<file path="config.mk">
export PLATFORM = sky130hd
export DESIGN_NAME = tmds_encoder_mc_flat
export DESIGN_NICKNAME = d
export VERILOG_FILES = /design/src/rtl/tmds_encoder_mc_if.sv /design/src/rtl/tmds_encoder_mc.sv /design/src/flat_wrapper.sv
export SDC_FILE = /design/constraint.sdc
export NUM_CORES = 1
export LEC_CHECK = 0
export CAP_MARGIN = 20
export CORE_MARGIN = 2
export CORE_UTILIZATION = 59
export CTS_CLUSTER_DIAMETER = 60
export DETAILED_ROUTE_END_ITERATION = 10
export GPL_ROUTABILITY_DRIVEN = 0
export PLACE_DENSITY = 0.83
export RECOVER_POWER = 50
export SYNTH_ARGS = -nofsm -noshare
export SYNTH_HDL_FRONTEND = slang
export SYNTH_SLANG_ARGS = --single-unit
</file>
<file path="constraint.sdc">
create_clock -name clk -period 12.25 [get_ports clk]
set_input_delay 2.45 -clock clk [delete_from_list [all_inputs] [get_ports clk]]
set_output_delay 2.45 -clock clk [all_outputs]
set_load 0.01 [all_outputs]
</file>
<file path="src/rtl/tmds_encoder_mc_if.sv">
// TMDS encoder bus: per-channel byte/ctrl/TERC4 inputs, period mode,
// per-channel 10-bit symbols out. master = source, slave = encoder.
interface tmds_encoder_mc_if #(
  parameter int NUM_CH = 3
);
  logic [8*NUM_CH-1:0]  pix_data;
  logic [1:0]           mode;
  logic [2*NUM_CH-1:0]  ctrl;
  logic [4*NUM_CH-1:0]  terc;
  logic [10*NUM_CH-1:0] q_out;
  logic                 q_valid;

  modport master (
    output pix_data, mode, ctrl, terc,
    input  q_out, q_valid
  );

  modport slave (
    input  pix_data, mode, ctrl, terc,
    output q_out, q_valid
  );
endinterface

</file>
<file path="src/rtl/tmds_encoder_mc.sv">
// Multi-channel TMDS encoder, 2-stage pipeline (q_m, then symbol/disparity).
// Ports: clk, rst (sync, high), bus (slave: pix_data/mode/ctrl/terc in, q_out/q_valid out).
module tmds_encoder_mc #(
  parameter int NUM_CH = 3,
  parameter int CNT_W  = 6
) (
  input  logic             clk,
  input  logic             rst,
  tmds_encoder_mc_if.slave bus
);
  typedef enum logic [1:0] {
    M_CTRL  = 2'b00,
    M_VIDEO = 2'b01,
    M_TERC  = 2'b10,
    M_GUARD = 2'b11
  } mode_e;

  typedef logic signed [CNT_W-1:0] cnt_t;

  localparam logic [9:0] CTRL_00 = 10'b1101010100;
  localparam logic [9:0] GB_EVEN = 10'b1011001100;
  localparam logic [9:0] GB_ODD  = 10'b0100110011;

  function automatic logic [3:0] ones8(
    input logic [7:0] v
  );
    logic [3:0] n;
    n = '0;
    for (int i = 0; i < 8; i++)
      n = n + {3'b000, v[i]};
    return n;
  endfunction

  function automatic logic [8:0] qm_of(
    input logic [7:0] d
  );
    logic [3:0] n1;
    logic       xn;
    logic [8:0] q;
    n1 = ones8(d);
    xn = (n1 > 4'd4) || (n1 == 4'd4 && !d[0]);
    q = '0;
    q[0] = d[0];
    for (int i = 1; i < 8; i++)
      q[i] = xn ? ~(q[i-1] ^ d[i]) : (q[i-1] ^ d[i]);
    q[8] = ~xn;
    return q;
  endfunction

  function automatic logic [9:0] ctrl_sym(
    input logic [1:0] c
  );
    logic [9:0] s;
    unique case (c)
      2'b00: s = 10'b1101010100;
      2'b01: s = 10'b0010101011;
      2'b10: s = 10'b0101010100;
      2'b11: s = 10'b1010101011;
    endcase
    return s;
  endfunction

  function automatic logic [9:0] terc_sym(
    input logic [3:0] t
  );
    logic [9:0] s;
    unique case (t)
      4'h0: s = 10'b1010011100;
      4'h1: s = 10'b1001100011;
      4'h2: s = 10'b1011100100;
      4'h3: s = 10'b1011100010;
      4'h4: s = 10'b0101110001;
      4'h5: s = 10'b0100011110;
      4'h6: s = 10'b0110001110;
      4'h7: s = 10'b0100111100;
      4'h8: s = 10'b1011001100;
      4'h9: s = 10'b0100111001;
      4'hA: s = 10'b0110011100;
      4'hB: s = 10'b1011000110;
      4'hC: s = 10'b1010001110;
      4'hD: s = 10'b1001110001;
      4'hE: s = 10'b0101100011;
      4'hF: s = 10'b1011000011;
    endcase
    return s;
  endfunction

  // Returns {symbol, next cnt}. diff is n1-n0 of q_m[7:0];
  // signs come from MSBs to keep compares signed.
  function automatic logic [10+CNT_W-1:0] video_enc(
    input logic [8:0] qm,
    input cnt_t       cnt
  );
    cnt_t       diff;
    cnt_t       nxt;
    logic [9:0] sym;
    logic       c_zero;
    logic       c_pos;
    logic       c_neg;
    logic       d_pos;
    logic       d_neg;
    diff   = (cnt_t'(ones8(qm[7:0])) <<< 1) - cnt_t'(8);
    c_zero = (cnt == '0);
    c_neg  = cnt[CNT_W-1];
    c_pos  = !c_neg && !c_zero;
    d_neg  = diff[CNT_W-1];
    d_pos  = !d_neg && (diff != '0);
    if (c_zero || diff == '0) begin
      sym = {~qm[8], qm[8],
             qm[8] ? qm[7:0] : ~qm[7:0]};
      nxt = qm[8] ? cnt + diff : cnt - diff;
    end else if ((c_pos && d_pos) ||
                 (c_neg && d_neg)) begin
      sym = {1'b1, qm[8], ~qm[7:0]};
      nxt = cnt + cnt_t'({qm[8], 1'b0}) - diff;
    end else begin
      sym = {1'b0, qm[8], qm[7:0]};
      nxt = cnt + diff - cnt_t'({~qm[8], 1'b0});
    end
    return {sym, nxt};
  endfunction

  logic [8:0]          qm_s1 [NUM_CH];
  mode_e               mode_s1;
  logic [2*NUM_CH-1:0] ctrl_s1;
  logic [4*NUM_CH-1:0] terc_s1;

  always_ff @(posedge clk) begin
    if (rst) begin
      mode_s1 <= M_CTRL;
      ctrl_s1 <= '0;
      terc_s1 <= '0;
      for (int k = 0; k < NUM_CH; k++)
        qm_s1[k] <= '0;
    end else begin
      mode_s1 <= mode_e'(bus.mode);
      ctrl_s1 <= bus.ctrl;
      terc_s1 <= bus.terc;
      for (int k = 0; k < NUM_CH; k++)
        qm_s1[k] <= qm_of(bus.pix_data[8*k +: 8]);
    end
  end

  cnt_t                 cnt_q [NUM_CH];
  cnt_t                 cnt_d [NUM_CH];
  logic [10*NUM_CH-1:0] q_d;

  // Non-video periods leave cnt_d at 0 so disparity restarts cleanly.
  always_comb begin
    q_d = '0;
    for (int k = 0; k < NUM_CH; k++) begin
      cnt_d[k] = '0;
      unique case (mode_s1)
        M_VIDEO:
          {q_d[10*k +: 10], cnt_d[k]} =
            video_enc(qm_s1[k], cnt_q[k]);
        M_TERC:
          q_d[10*k +: 10] =
            terc_sym(terc_s1[4*k +: 4]);
        M_GUARD:
          q_d[10*k +: 10] =
            (k % 2 == 0) ? GB_EVEN : GB_ODD;
        default:
          q_d[10*k +: 10] =
            ctrl_sym(ctrl_s1[2*k +: 2]);
      endcase
    end
  end

  always_ff @(posedge clk) begin
    if (rst) begin
      bus.q_out   <= {NUM_CH{CTRL_00}};
      bus.q_valid <= 1'b0;
      for (int k = 0; k < NUM_CH; k++)
        cnt_q[k] <= '0;
    end else begin
      bus.q_out   <= q_d;
      bus.q_valid <= (mode_s1 == M_VIDEO);
      for (int k = 0; k < NUM_CH; k++)
        cnt_q[k] <= cnt_d[k];
    end
  end
endmodule
</file>
<file path="src/flat_wrapper.sv">
// flat-port wrapper written by rule: the top's interface ports become plain ports
module tmds_encoder_mc_flat 
#(
  parameter int NUM_CH = 3,
  parameter int CNT_W  = 6
)
  (clk, rst, bus_pix_data, bus_mode, bus_ctrl, bus_terc, bus_q_out, bus_q_valid);
  tmds_encoder_mc_if #(.NUM_CH(NUM_CH)) bus_i ();
  input  logic clk;
  input  logic rst;
  input wire logic [$bits(bus_i.pix_data)-1:0] bus_pix_data;
  input wire logic [$bits(bus_i.mode)-1:0] bus_mode;
  input wire logic [$bits(bus_i.ctrl)-1:0] bus_ctrl;
  input wire logic [$bits(bus_i.terc)-1:0] bus_terc;
  output wire logic [$bits(bus_i.q_out)-1:0] bus_q_out;
  output wire logic [$bits(bus_i.q_valid)-1:0] bus_q_valid;
  assign bus_i.pix_data = bus_pix_data;
  assign bus_i.mode = bus_mode;
  assign bus_i.ctrl = bus_ctrl;
  assign bus_i.terc = bus_terc;
  assign bus_q_out = bus_i.q_out;
  assign bus_q_valid = bus_i.q_valid;
  tmds_encoder_mc #(.NUM_CH(NUM_CH), .CNT_W(CNT_W)) u_core (.clk(clk), .rst(rst), .bus(bus_i));
endmodule
</file>
==> results of run 1 <==
layout by cell type, fill, tap and decap left out, drive strengths merged, types with 31 or more instances in the layout:
| cell type | count |
|---|---|
| a21oi | 60 |
| clkdlybuf4s50 | 44 |
| dfxtp | 111 |
| dlygate4sd3 | 31 |
| fa | 42 |
| ha | 105 |
| inv | 130 |
| nand2 | 64 |
| nor2 | 63 |
| o21ai | 55 |
| xnor2 | 57 |
report_power, final:
part	internal, W	switching (W)	total, W
clock network	0.000160	0.000135	0.000295
registers	0.000428	0.0000561	0.000484
logic	0.000801	0.00103	0.00183
metal layers:
| metal | global-route usage | wire [um] | up-vias |
|---|---|---|---|
| li1 | - | - | 3454 |
| met1 | 0.347 | 8920 | 3235 |
| met2 | 0.414 | 9150 | 219 |
| met3 | 0.0318 | 896 | 38 |
| met4 | 0.0820 | 449 | 0 |
| met5 | 0 | 0 | - |
worst max path at each step:
stage | endpoint | slack, ns | cells after the start
2_1_floorplan | u_core.qm_s1[0][7]$_SDFF_PP0_ | 6.32 | 12
3_3_place_gp | u_core.qm_s1[0][7]$_SDFF_PP0_ | 5.65 | 13
3_5_place_dp | u_core.qm_s1[0][7]$_SDFF_PP0_ | 5.60 | 13
4_1_cts | u_core.qm_s1[0][7]$_SDFF_PP0_ | 5.80 | 13
5_1_grt | flip-flop | 4.50 | 11
6_report | flip-flop | 4.93 | 11
area by class of cell:
type,count,area (um^2)
Multi-Input combinational cell,712,5750
Fill cell,1117,4610
Sequential cell,111,2220
Timing Repair Buffer,79,771
Inverter,131,492
Clock buffer,12,236
Tap cell,184,230
Clock inverter,4,55.1
per-stage QoR:
step	cell area, um^2	util	power [W]
after floorplan	8600	-	0.00188
after global placement	9480	0.660	0.00222
after detailed placement	9480	0.660	0.00228
after CTS	9770	0.680	0.00260
after global routing	9760	0.679	0.00284
final	9760	0.679	0.00261
synth_stat cells (5+ instances only):
master	number	area, um^2
nor3_1	20	100
o21a_1	5	37.5
a311oi_1	5	43.8
ha_1	105	1310
o21ai_0	52	260
fa_1	42	841
inv_1	129	484
or3_1	9	56.3
o22ai_1	26	163
nor3b_1	7	52.6
nor2b_1	26	163
clkbuf_1	27	101
buf_1	5	18.8
nor2_1	63	236
and2_1	5	31.3
a21oi_1	60	300
xor2_1	14	123
nand2_1	64	240
mux2i_1	20	200
a31oi_1	13	81.3
a211oi_1	10	75.1
o211ai_1	11	82.6
nor4_1	8	50.1
dfxtp_1	111	2220
nand3_1	12	60.1
nand2b_1	10	62.6
xnor2_1	57	499
cells by family after synthesis:
family,Yosys count
xor gates and xnor gates,76
DFF,111
muxes,25
adders and majority gates,147
and+or+nand+nor,241
AOI/OAI and AO/OA,223
buffers and inverters,165
==> key figures, run 1 <==
Run status
  • Status: finished with violations
  • Failing checks: capacitance limit, slew limit

Yosys
  • Top FF cell, synth: dfxtp_1
  • EDFF count, synth: 0
  • Largest family of logic cells by synthesized area: adder cells
  • Synthesis-stage register bit count: roughly 110
  • Post-synth design cell area: roughly 0.0086 mm^2
  • Post-synth cell types: 61
  • Yosys warnings: 0
  • Synth Area in Simple Gates: 0.139
  • Synth Area in Compound Gates: 0.163
  • Synthesized-area fraction occupied by adder cells: 0.251
  • Post-synthesis cell count: 988
  • XOR/XNOR Fraction of Synth Area: 0.0855
  • Seq/Total Area, Yosys: 0.258
  • Mux contribution to synthesized area: 0.0311
  • Synth async-reset ratio: 0
  • Avg Synthesized Cell Area: roughly 8.7 um^2
  • Syn nets: about 1,200

Worst setup path
  • Critical path type: input pin to flip-flop
  • Reg2reg start: u_core.qm_s1[0][19]$_SDFF_PP0_
  • Nature of the critical path endpoint: flip-flop
  • Cell Chain, Critical Path: buf_2 -> clkbuf_1 -> inv_1 -> clkbuf_1 -> nand2_1 -> ha_1 -> nand2_1 -> nor2_1 -> a21oi_1 -> o21ai_0 -> a21oi_1
  • Crit path required time: ~13 ns
  • Crit-path max cell delay: just over 2 ns
  • Worst R2R End: u_core.bus.q_out[22]$_SDFF_PP1_
  • Critical path's slowest cell: clkbuf_1
  • CP max FO: 64
  • R2R cell count: 14
  • Crit path buffers/inverters: 4
  • Crit path max-delay family: buffers and inverters
  • Worst path arrival time: 7.58 ns
  • Worst setup SP type: input pin
  • Setup crit start: rst
  • FF-to-FF setup slack: 7.11 ns

Die
  • # IOs: 77
  • Die W: between 100 and 150 um
  • Starting density of the core: 0.599
  • CORE AREA: ~0.014 mm^2
  • # rows: 44
  • Die Height: about 120 um
  • DIE AREA: approximately 0.016 mm^2

GRT
  • Vias in the first global route: between 6,000 and 7,000
  • First-pass GRT wire length: 32,400 um
  • Global Route Usage Sum: 0.252
  • Largest net degree at the start of global routing: 65
  • Initial antenna violation count: 0
  • Gr ovfl total: 0

STA
  • Ratio of final minimum period to clock period: 0.597
  • Post-route setup slack: 4.93 ns
  • Fin crit period: 7.32 ns
  • Max_slew headroom: -0.921
  • Fin. max-slew vios: 65
  • Worst Tran Pin Value: approximately 2.9 ns
  • Worst Skew: approximately 0.0056 ns
  • Final setup fails: 0
  • Highest achievable clock rate: between 100 and 150 MHz
  • Final Hold Viols: 0
  • RSZ-0062 raised after global routing: false
  • Setup TNS Final: 0 ns
  • Hold slack: 0.463 ns

Clock tree
  • CTS sink count: around 110
  • Resized cells post-CTS: 0
  • Max Root-Sink Buffers: 2
  • Post-CTS Hold Buffers: 0
  • Setup bufs post-CTS: 0
  • CTS tree: built
  • Htree depth: 3
  • Root buf cell: clkbuf_16
  • Clock buffer count from CTS: 9
  • Latest clock arrival within the worst-skew pair: approximately 0.36 ns
  • Clock slew at reported path FFs: 0.07 ns

Route
  • Routed Antenna Nets: 0
  • Via count: about 7,000
  • Avg WL per Cell: ~16 um
  • # DRC: 0
  • Drt pass-1 iters: 5
  • DR vias/cell: around 5.6
  • WL final: roughly 19,000 um
  • Initial drt markers: approximately 550

Final layout
  • # diodes: 0
  • NumNets Final: ~1,200
  • Finished Layout Cells: around 1,200
  • Layout cells sized above 1: 0.0286
  • Area delta synth->final: 13.5%

Placement
  • Dpl ws: roughly 5.6 ns
  • Post-DP HPWL: around 14,000 um
  • Post-Place Cells: between 1,000 and 1,500
  • PortBufs: 76

Worst hold path
  • Worst Hold End: u_core.bus.q_out[8]$_SDFF_PP1_
  • Worst hold stages: 1
  • Hold crit path type: flip-flop to flip-flop

Power and ir drop
  • Pleak: 4.31 nW
  • Pwr Density: 267 mW/mm^2
  • VDD IR max: around 0.12 mV

Job
  • Max Cap Viol: 1
No activity file was read; power rests on OpenSTA's default activity.
==> inputs of run 2 (changes only) <==
==> constraint.sdc (replaced) <==
create_clock -name clk -period 7.6 [get_ports clk]
set_input_delay 1.52 -clock clk [delete_from_list [all_inputs] [get_ports clk]]
set_output_delay 1.52 -clock clk [all_outputs]
set_load 0.01 [all_outputs]
==> key figures, run 2 (synthesis results as in run 1) <==
Run status
  • Status: complete, no violations (was finished with violations)

Final layout
  • Area delta synth->final: 14.1% (was 13.5%)
  • Most common cell after layout, fill and taps aside: inv_1 (unchanged)
  • NumNets Final: 1,237 (unchanged)
  • Commonest cells after routing, fill and taps aside: inv_1, dfxtp_1, ha_1 (unchanged)
  • Filler Cells Inserted: 1,126 (was 1,117)
  • Layout cells sized above 1: 0.0324 (was 0.0286)
  • # diodes: 0 (unchanged)
  • Finished Layout Cells: 1,233 (unchanged)

GRT
  • Initial antenna violation count: 0 (unchanged)
  • Gr ovfl total: 0 (unchanged)
  • Vias in the first global route: 6,925 (was 6,632)
  • Largest net degree at the start of global routing: 65 (unchanged)
  • First-pass GRT wire length: 33,000 um (was 32,400 um)
  • Global Route Usage Sum: 0.255 (was 0.252)

Worst setup path
  • Worst path arrival time: 5.76 ns (was 7.58 ns)
  • CP max FO: 5 (was 64)
  • Nature of the critical path endpoint: flip-flop (unchanged)
  • Crit path required time: 7.85 ns (was 12.51 ns)
  • Critical path type: input pin to flip-flop (unchanged)
  • Reg2reg start: u_core.qm_s1[0][19]$_SDFF_PP0_ (unchanged)
  • Worst setup SP type: input pin (unchanged)
  • FF-to-FF setup slack: 2.59 ns (was 7.11 ns)
  • Worst R2R End: u_core.bus.q_out[26]$_SDFF_PP1_ (was u_core.bus.q_out[22]$_SDFF_PP1_)
  • R2R cell count: 14 (unchanged)

Power and ir drop
  • VDD IR max: 0.191 mV (was 0.123 mV)
  • Pwr Density: 434 mW/mm^2 (was 267 mW/mm^2)
  • Pleak: 4.35 nW (was 4.31 nW)

Route
  • Routed Antenna Nets: 0 (unchanged)
  • DR vias/cell: 5.70 (was 5.63)
  • # DRC: 0 (unchanged)
  • Initial drt markers: 523 (was 554)
  • Avg WL per Cell: 15.7 um (about the same)
  • Via count: 7,022 (was 6,946)
  • Drt pass-1 iters: 4 (was 5)
  • WL final: 19,400 um (about the same)

Die
  • Die Height: 125 um (unchanged)
  • # rows: 44 (unchanged)
  • Die W: 125 um (unchanged)
  • DIE AREA: 0.0156 mm^2 (unchanged)
  • # IOs: 77 (unchanged)
  • CORE AREA: 0.0144 mm^2 (unchanged)
  • Starting density of the core: 0.599 (unchanged)

STA
  • Final Hold Viols: 0 (unchanged)
  • Highest achievable clock rate: between 150 and 200 MHz
  • Ratio of final minimum period to clock period: 0.725
  • Fin. max-slew vios: 0 (was 65)
  • Max_slew headroom: 0.0350 (was -0.921)
  • Fin crit period: ~5.5 ns
  • Final setup fails: 0 (unchanged)
  • Hold slack: 0.465 ns (was 0.463 ns)
  • RSZ-0062 raised after global routing: false (unchanged)
  • Worst Skew: 0.00708 ns (was 0.00558 ns)
  • Worst Tran Pin Value: 1.45 ns (was 2.88 ns)
  • Setup TNS Final: 0 ns (unchanged)

Clock tree
  • CTS tree: built (unchanged)
  • Clock buffer count from CTS: 9 (unchanged)
  • Clock slew at reported path FFs: 0.08 ns (was 0.07 ns)
  • CTS sink count: 111 (unchanged)
  • Latest clock arrival within the worst-skew pair: 0.36 ns (about the same)
  • Post-CTS Hold Buffers: 0 (unchanged)
  • Root buf cell: clkbuf_16 (unchanged)
  • Max Root-Sink Buffers: 2 (unchanged)
  • Htree depth: 3 (unchanged)
  • Resized cells post-CTS: 0 (unchanged)
  • Setup bufs post-CTS: 0 (unchanged)

Placement
  • Post-DP HPWL: 14,700 um (was 14,400 um)
  • PortBufs: 76 (unchanged)
  • Post-Place Cells: 1,217 (unchanged)

Worst hold path
  • Worst Hold End: u_core.bus.q_out[8]$_SDFF_PP1_ (unchanged)
  • Worst hold stages: 1 (unchanged)
  • Hold crit path type: flip-flop to flip-flop (unchanged)

Job
  • Max Cap Viol: 0 (was 1)
==> run 2: cell count changes in the layout (fill, tap and decap cells not counted), moves of 2 or more <==
cell and change:
dlygate4sd3_1 +3, clkdlybuf4s50_1 -3, clkinv_8 +2, clkbuf_1 -4
==> run 2: where the power goes <==
part           total [W]  switching (W)  internal, W
registers       0.000781      0.0000913     0.000690
clock network   0.000535       0.000238     0.000297
logic            0.00294        0.00165      0.00129
total            0.00426        0.00198      0.00228
==> run 2: layout make-up <==
cell class	count	area [um^2]	area share
Clock inverter	7	118	0.0120
Timing Repair Buffer	79	774	0.0789
Sequential cell	111	2220	0.226
Tap cell	184	230	0.0235
Inverter	131	492	0.0501
Clock buffer	9	225	0.0229
Multi-Input combinational cell	712	5750	0.586
==> run 2: how the worst max path moves through the flow <==
stage | start | end | cells past startpoint
2_1_floorplan | bus_pix_data[0] | u_core.qm_s1[0][7]$_SDFF_PP0_ | 12
3_3_place_gp | bus_pix_data[1] | u_core.qm_s1[0][7]$_SDFF_PP0_ | 13
3_5_place_dp | bus_pix_data[0] | u_core.qm_s1[0][7]$_SDFF_PP0_ | 13
4_1_cts | bus_pix_data[0] | u_core.qm_s1[0][7]$_SDFF_PP0_ | 13
5_1_grt | bus_pix_data[0] | u_core.qm_s1[0][7]$_SDFF_PP0_ | 13
6_report | bus_pix_data[0] | u_core.qm_s1[0][7]$_SDFF_PP0_ | 13
==> run 2: critical path, cell delays in order <==
cell	delay, ns
dlygate4sd3_1	0.58
ha_1	0.33
inv_1	0.11
fa_1	0.44
fa_1	0.49
inv_1	0.05
fa_1	0.39
fa_1	0.44
nor3b_1	0.29
o21ai_0	0.12
a21oi_1	0.47
xnor2_1	0.19
mux2_2	0.35
==> run 2: layer usage <==
metal	GRT usage	routed length [um]	vias up
met3	0.0438	1100	33
met1	0.336	8500	3295
met5	0	0	-
li1	-	-	3447
met4	0.0806	459	0
met2	0.428	9300	247
==> run 2: metrics by stage <==
stage,instance area (um^2),utilization,setup slack [ns],power (W)
detailed placement,9480,0.660,1.85,0.00369
global route,9820,0.683,1.89,0.00466
finish,9820,0.683,2.09,0.00426
global placement,9480,0.660,1.95,0.00358
CTS,9820,0.683,2.20,0.00425
floorplan,8600,-,2.60,0.00303
==> inputs of run 3 (changes only) <==
--- a/config.mk
+++ b/config.mk
@@ -7,11 +7,11 @@
 export LEC_CHECK = 0
 export CAP_MARGIN = 20
 export CORE_MARGIN = 2
-export CORE_UTILIZATION = 59
+export CORE_UTILIZATION = 54
 export CTS_CLUSTER_DIAMETER = 60
 export DETAILED_ROUTE_END_ITERATION = 10
 export GPL_ROUTABILITY_DRIVEN = 0
-export PLACE_DENSITY = 0.83
+export PLACE_DENSITY = 0.8
 export RECOVER_POWER = 50
 export SYNTH_ARGS = -nofsm -noshare
 export SYNTH_HDL_FRONTEND = slang
==> constraint.sdc (replaced) <==
create_clock -name clk -period 5 [get_ports clk]
set_input_delay 1 -clock clk [delete_from_list [all_inputs] [get_ports clk]]
set_output_delay 1 -clock clk [all_outputs]
set_load 0.01 [all_outputs]
==> key figures, run 3 (synthesis results as in run 1) <==
STA
  • RSZ-0062 raised after global routing: false (unchanged)
  • Fin. max-slew vios: 64 (was 0)
  • Worst Tran Pin Value: 2.83 ns (was 1.45 ns)
  • Final setup fails: 0 (unchanged)
  • Worst Skew: 0.0105 ns (was 0.00708 ns)
  • Ratio of final minimum period to clock period: 0.935
  • Max_slew headroom: -0.886 (was 0.0350)
  • Highest achievable clock rate: approximately 210 MHz
  • Setup TNS Final: 0 ns (unchanged)
  • Final Hold Viols: 0 (unchanged)
  • Fin crit period: about 4.7 ns

GRT
  • Largest net degree at the start of global routing: 64 (was 65)
  • First-pass GRT wire length: 31,800 um (was 33,000 um)
  • Global Route Usage Sum: 0.235 (was 0.255)
  • Vias in the first global route: 6,596 (was 6,925)
  • Gr ovfl total: 0 (unchanged)
  • Initial antenna violation count: 0 (unchanged)

Route
  • Via count: 6,975 (was 7,022)
  • Initial drt markers: 510 (was 523)
  • Routed Antenna Nets: 0 (unchanged)
  • Drt pass-1 iters: 7 (was 4)
  • # DRC: 0 (unchanged)
  • DR vias/cell: 5.48 (was 5.70)
  • Avg WL per Cell: 15.0 um (was 15.7 um)
  • WL final: 19,100 um (was 19,400 um)

Worst setup path
  • Crit-path max cell delay: 0.67 ns (was 0.58 ns)
  • Worst path arrival time: 4.96 ns (was 5.76 ns)
  • Nature of the critical path endpoint: flip-flop (unchanged)
  • Critical path type: flip-flop to flip-flop (was input pin to flip-flop)
  • Cell Chain, Critical Path: ha_1 -> inv_1 -> fa_1 -> fa_1 -> fa_1 -> fa_1 -> inv_1 -> ha_1 -> inv_1 -> fa_1 -> nor2b_1 -> o21ai_0 -> a21oi_1 -> nand3b_1 -> o211ai_1 (was dlygate4sd3_1 -> ha_1 -> inv_1 -> fa_1 -> fa_1 -> inv_1 -> fa_1 -> fa_1 -> nor3b_1 -> o21ai_0 -> a21oi_1 -> xnor2_1 -> mux2_2)
  • Most used cell along the critical path: fa_1 (unchanged)
  • CP max FO: 6 (was 5)
  • Crit path required time: 5.28 ns (was 7.85 ns)
  • Critical path's slowest cell: fa_1 (was dlygate4sd3_1)
  • Worst setup SP type: flip-flop (was input pin)

Clock tree
  • Setup bufs post-CTS: 0 (unchanged)
  • Max Root-Sink Buffers: 2 (unchanged)
  • Clock slew at reported path FFs: 0.08 ns (about the same)
  • Root buf cell: clkbuf_16 (unchanged)
  • Latest clock arrival within the worst-skew pair: 0.36 ns (about the same)
  • CTS tree: built (unchanged)
  • Clock buffer count from CTS: 9 (unchanged)
  • CTS sink count: 111 (unchanged)
  • Htree depth: 3 (unchanged)

Final layout
  • # diodes: 0 (unchanged)
  • Filler Cells Inserted: 1,368 (was 1,126)
  • NumNets Final: 1,245 (was 1,237)
  • Layout cells sized above 1: 0.0388 (was 0.0324)
  • Area delta synth->final: 14.8% (was 14.1%)
  • Most common cell after layout, fill and taps aside: inv_1 (unchanged)
  • Commonest cells after routing, fill and taps aside: inv_1, dfxtp_1, ha_1 (unchanged)

Run status
  • Status: finished with violations (was complete, no violations)
  • Failing checks: capacitance limit, slew limit

Placement
  • PortBufs: 76 (unchanged)
  • Post-DP HPWL: 14,700 um (about the same)

Die
  • # IOs: 77 (unchanged)
  • Starting density of the core: 0.547 (was 0.599)
  • Die W: 130 um (was 125 um)
  • # rows: 46 (was 44)
  • Die Height: 130 um (was 125 um)
  • DIE AREA: 0.0170 mm^2 (was 0.0156 mm^2)
  • CORE AREA: 0.0157 mm^2 (was 0.0144 mm^2)

Job
  • Max Cap Viol: 1 (was 0)

Power and ir drop
  • Pleak: 4.35 nW (about the same)
  • VDD IR max: 0.351 mV (was 0.191 mV)
  • Total Power: 0.00640 W (was 0.00426 W)
  • Pwr Density: 649 mW/mm^2 (was 434 mW/mm^2)

Worst hold path
  • Hold crit path type: flip-flop to flip-flop (unchanged)
==> run 3: changes by cell type in the layout (fill, tap and decap cells not counted), sizes merged <==
cell           change
buf                +6
bufinv             -2
clkbuf             +3
clkdlybuf4s50      +1
clkinv             -2
clkinvlp           +1
dlygate4sd3        -1
inv                +2
==> run 3: worst max-delay path, delay by kind of cell (launching register included) <==
family | cells | cell delay [ns]
fa+ha+maj | 7 | 3.03
flops | 1 | 0.41
compound gates | 3 | 0.58
simple gates | 2 | 0.35
buf+inv | 3 | 0.24
==> run 3: per-layer routing <==
metal  part of all wire  track usage  up-vias
met5                  0            0        -
met4              0.018       0.0727        0
met3              0.049       0.0279       26
met2               0.47        0.390      208
met1               0.46        0.323     3265
li1                   -            -     3476
==> run 3: power by group <==
group	internal [W]	switching, W	total (W)	leakage, nW
registers	0.00105	0.000132	0.00118	0.922
clock network	0.000365	0.000360	0.000725	0.144
logic	0.00200	0.00250	0.00450	3.29
==> run 3: path summary, 6_finish.rpt <==
path	from	slack, ns	to	cells after the start
max	u_core.qm_s1[0][19]$_SDFF_PP0_	0.33	u_core.cnt_q[0][17]$_SDFF_PP0_	15
min	flip-flop	0.47	u_core.bus.q_out[8]$_SDFF_PP1_	1
max reg2reg	u_core.qm_s1[0][19]$_SDFF_PP0_	0.33	u_core.cnt_q[0][17]$_SDFF_PP0_	15
min reg2reg	flip-flop	0.47	u_core.bus.q_out[8]$_SDFF_PP1_	1
==> run 3: timing repair <==
item                                   in CTS  in global routing
setup endpoints to repair                   0                  1
endpoints found under the hold margin       0                  0
resized for setup                           0                  1
hold buffers                                0                  0
==> run 3: area by class of cell <==
| cell class | instances | area, um^2 | share of cell area |
|---|---|---|---|
| Clock buffer | 10 | 239 | 0.0242 |
| Inverter | 131 | 492 | 0.0498 |
| Timing Repair Buffer | 87 | 830 | 0.0840 |
| Clock inverter | 6 | 61.3 | 0.00621 |
| Sequential cell | 111 | 2220 | 0.225 |
| Tap cell | 216 | 270 | 0.0274 |
| Multi-Input combinational cell | 712 | 5760 | 0.583 |
==> run 3: metrics by stage <==
stage,utilization,area [um^2],hold WS (ns),instances,setup slack [ns]
2_1_floorplan,-,8600,0.415,988,0.519
3_3_place_gp,0.609,9580,0.456,1257,0.134
3_5_place_dp,0.609,9580,0.464,1257,0.0734
4_1_cts,0.629,9880,0.480,1273,0.345
5_1_grt,0.628,9870,0.502,1273,0.0917
6_report,0.628,9870,0.474,1273,0.326
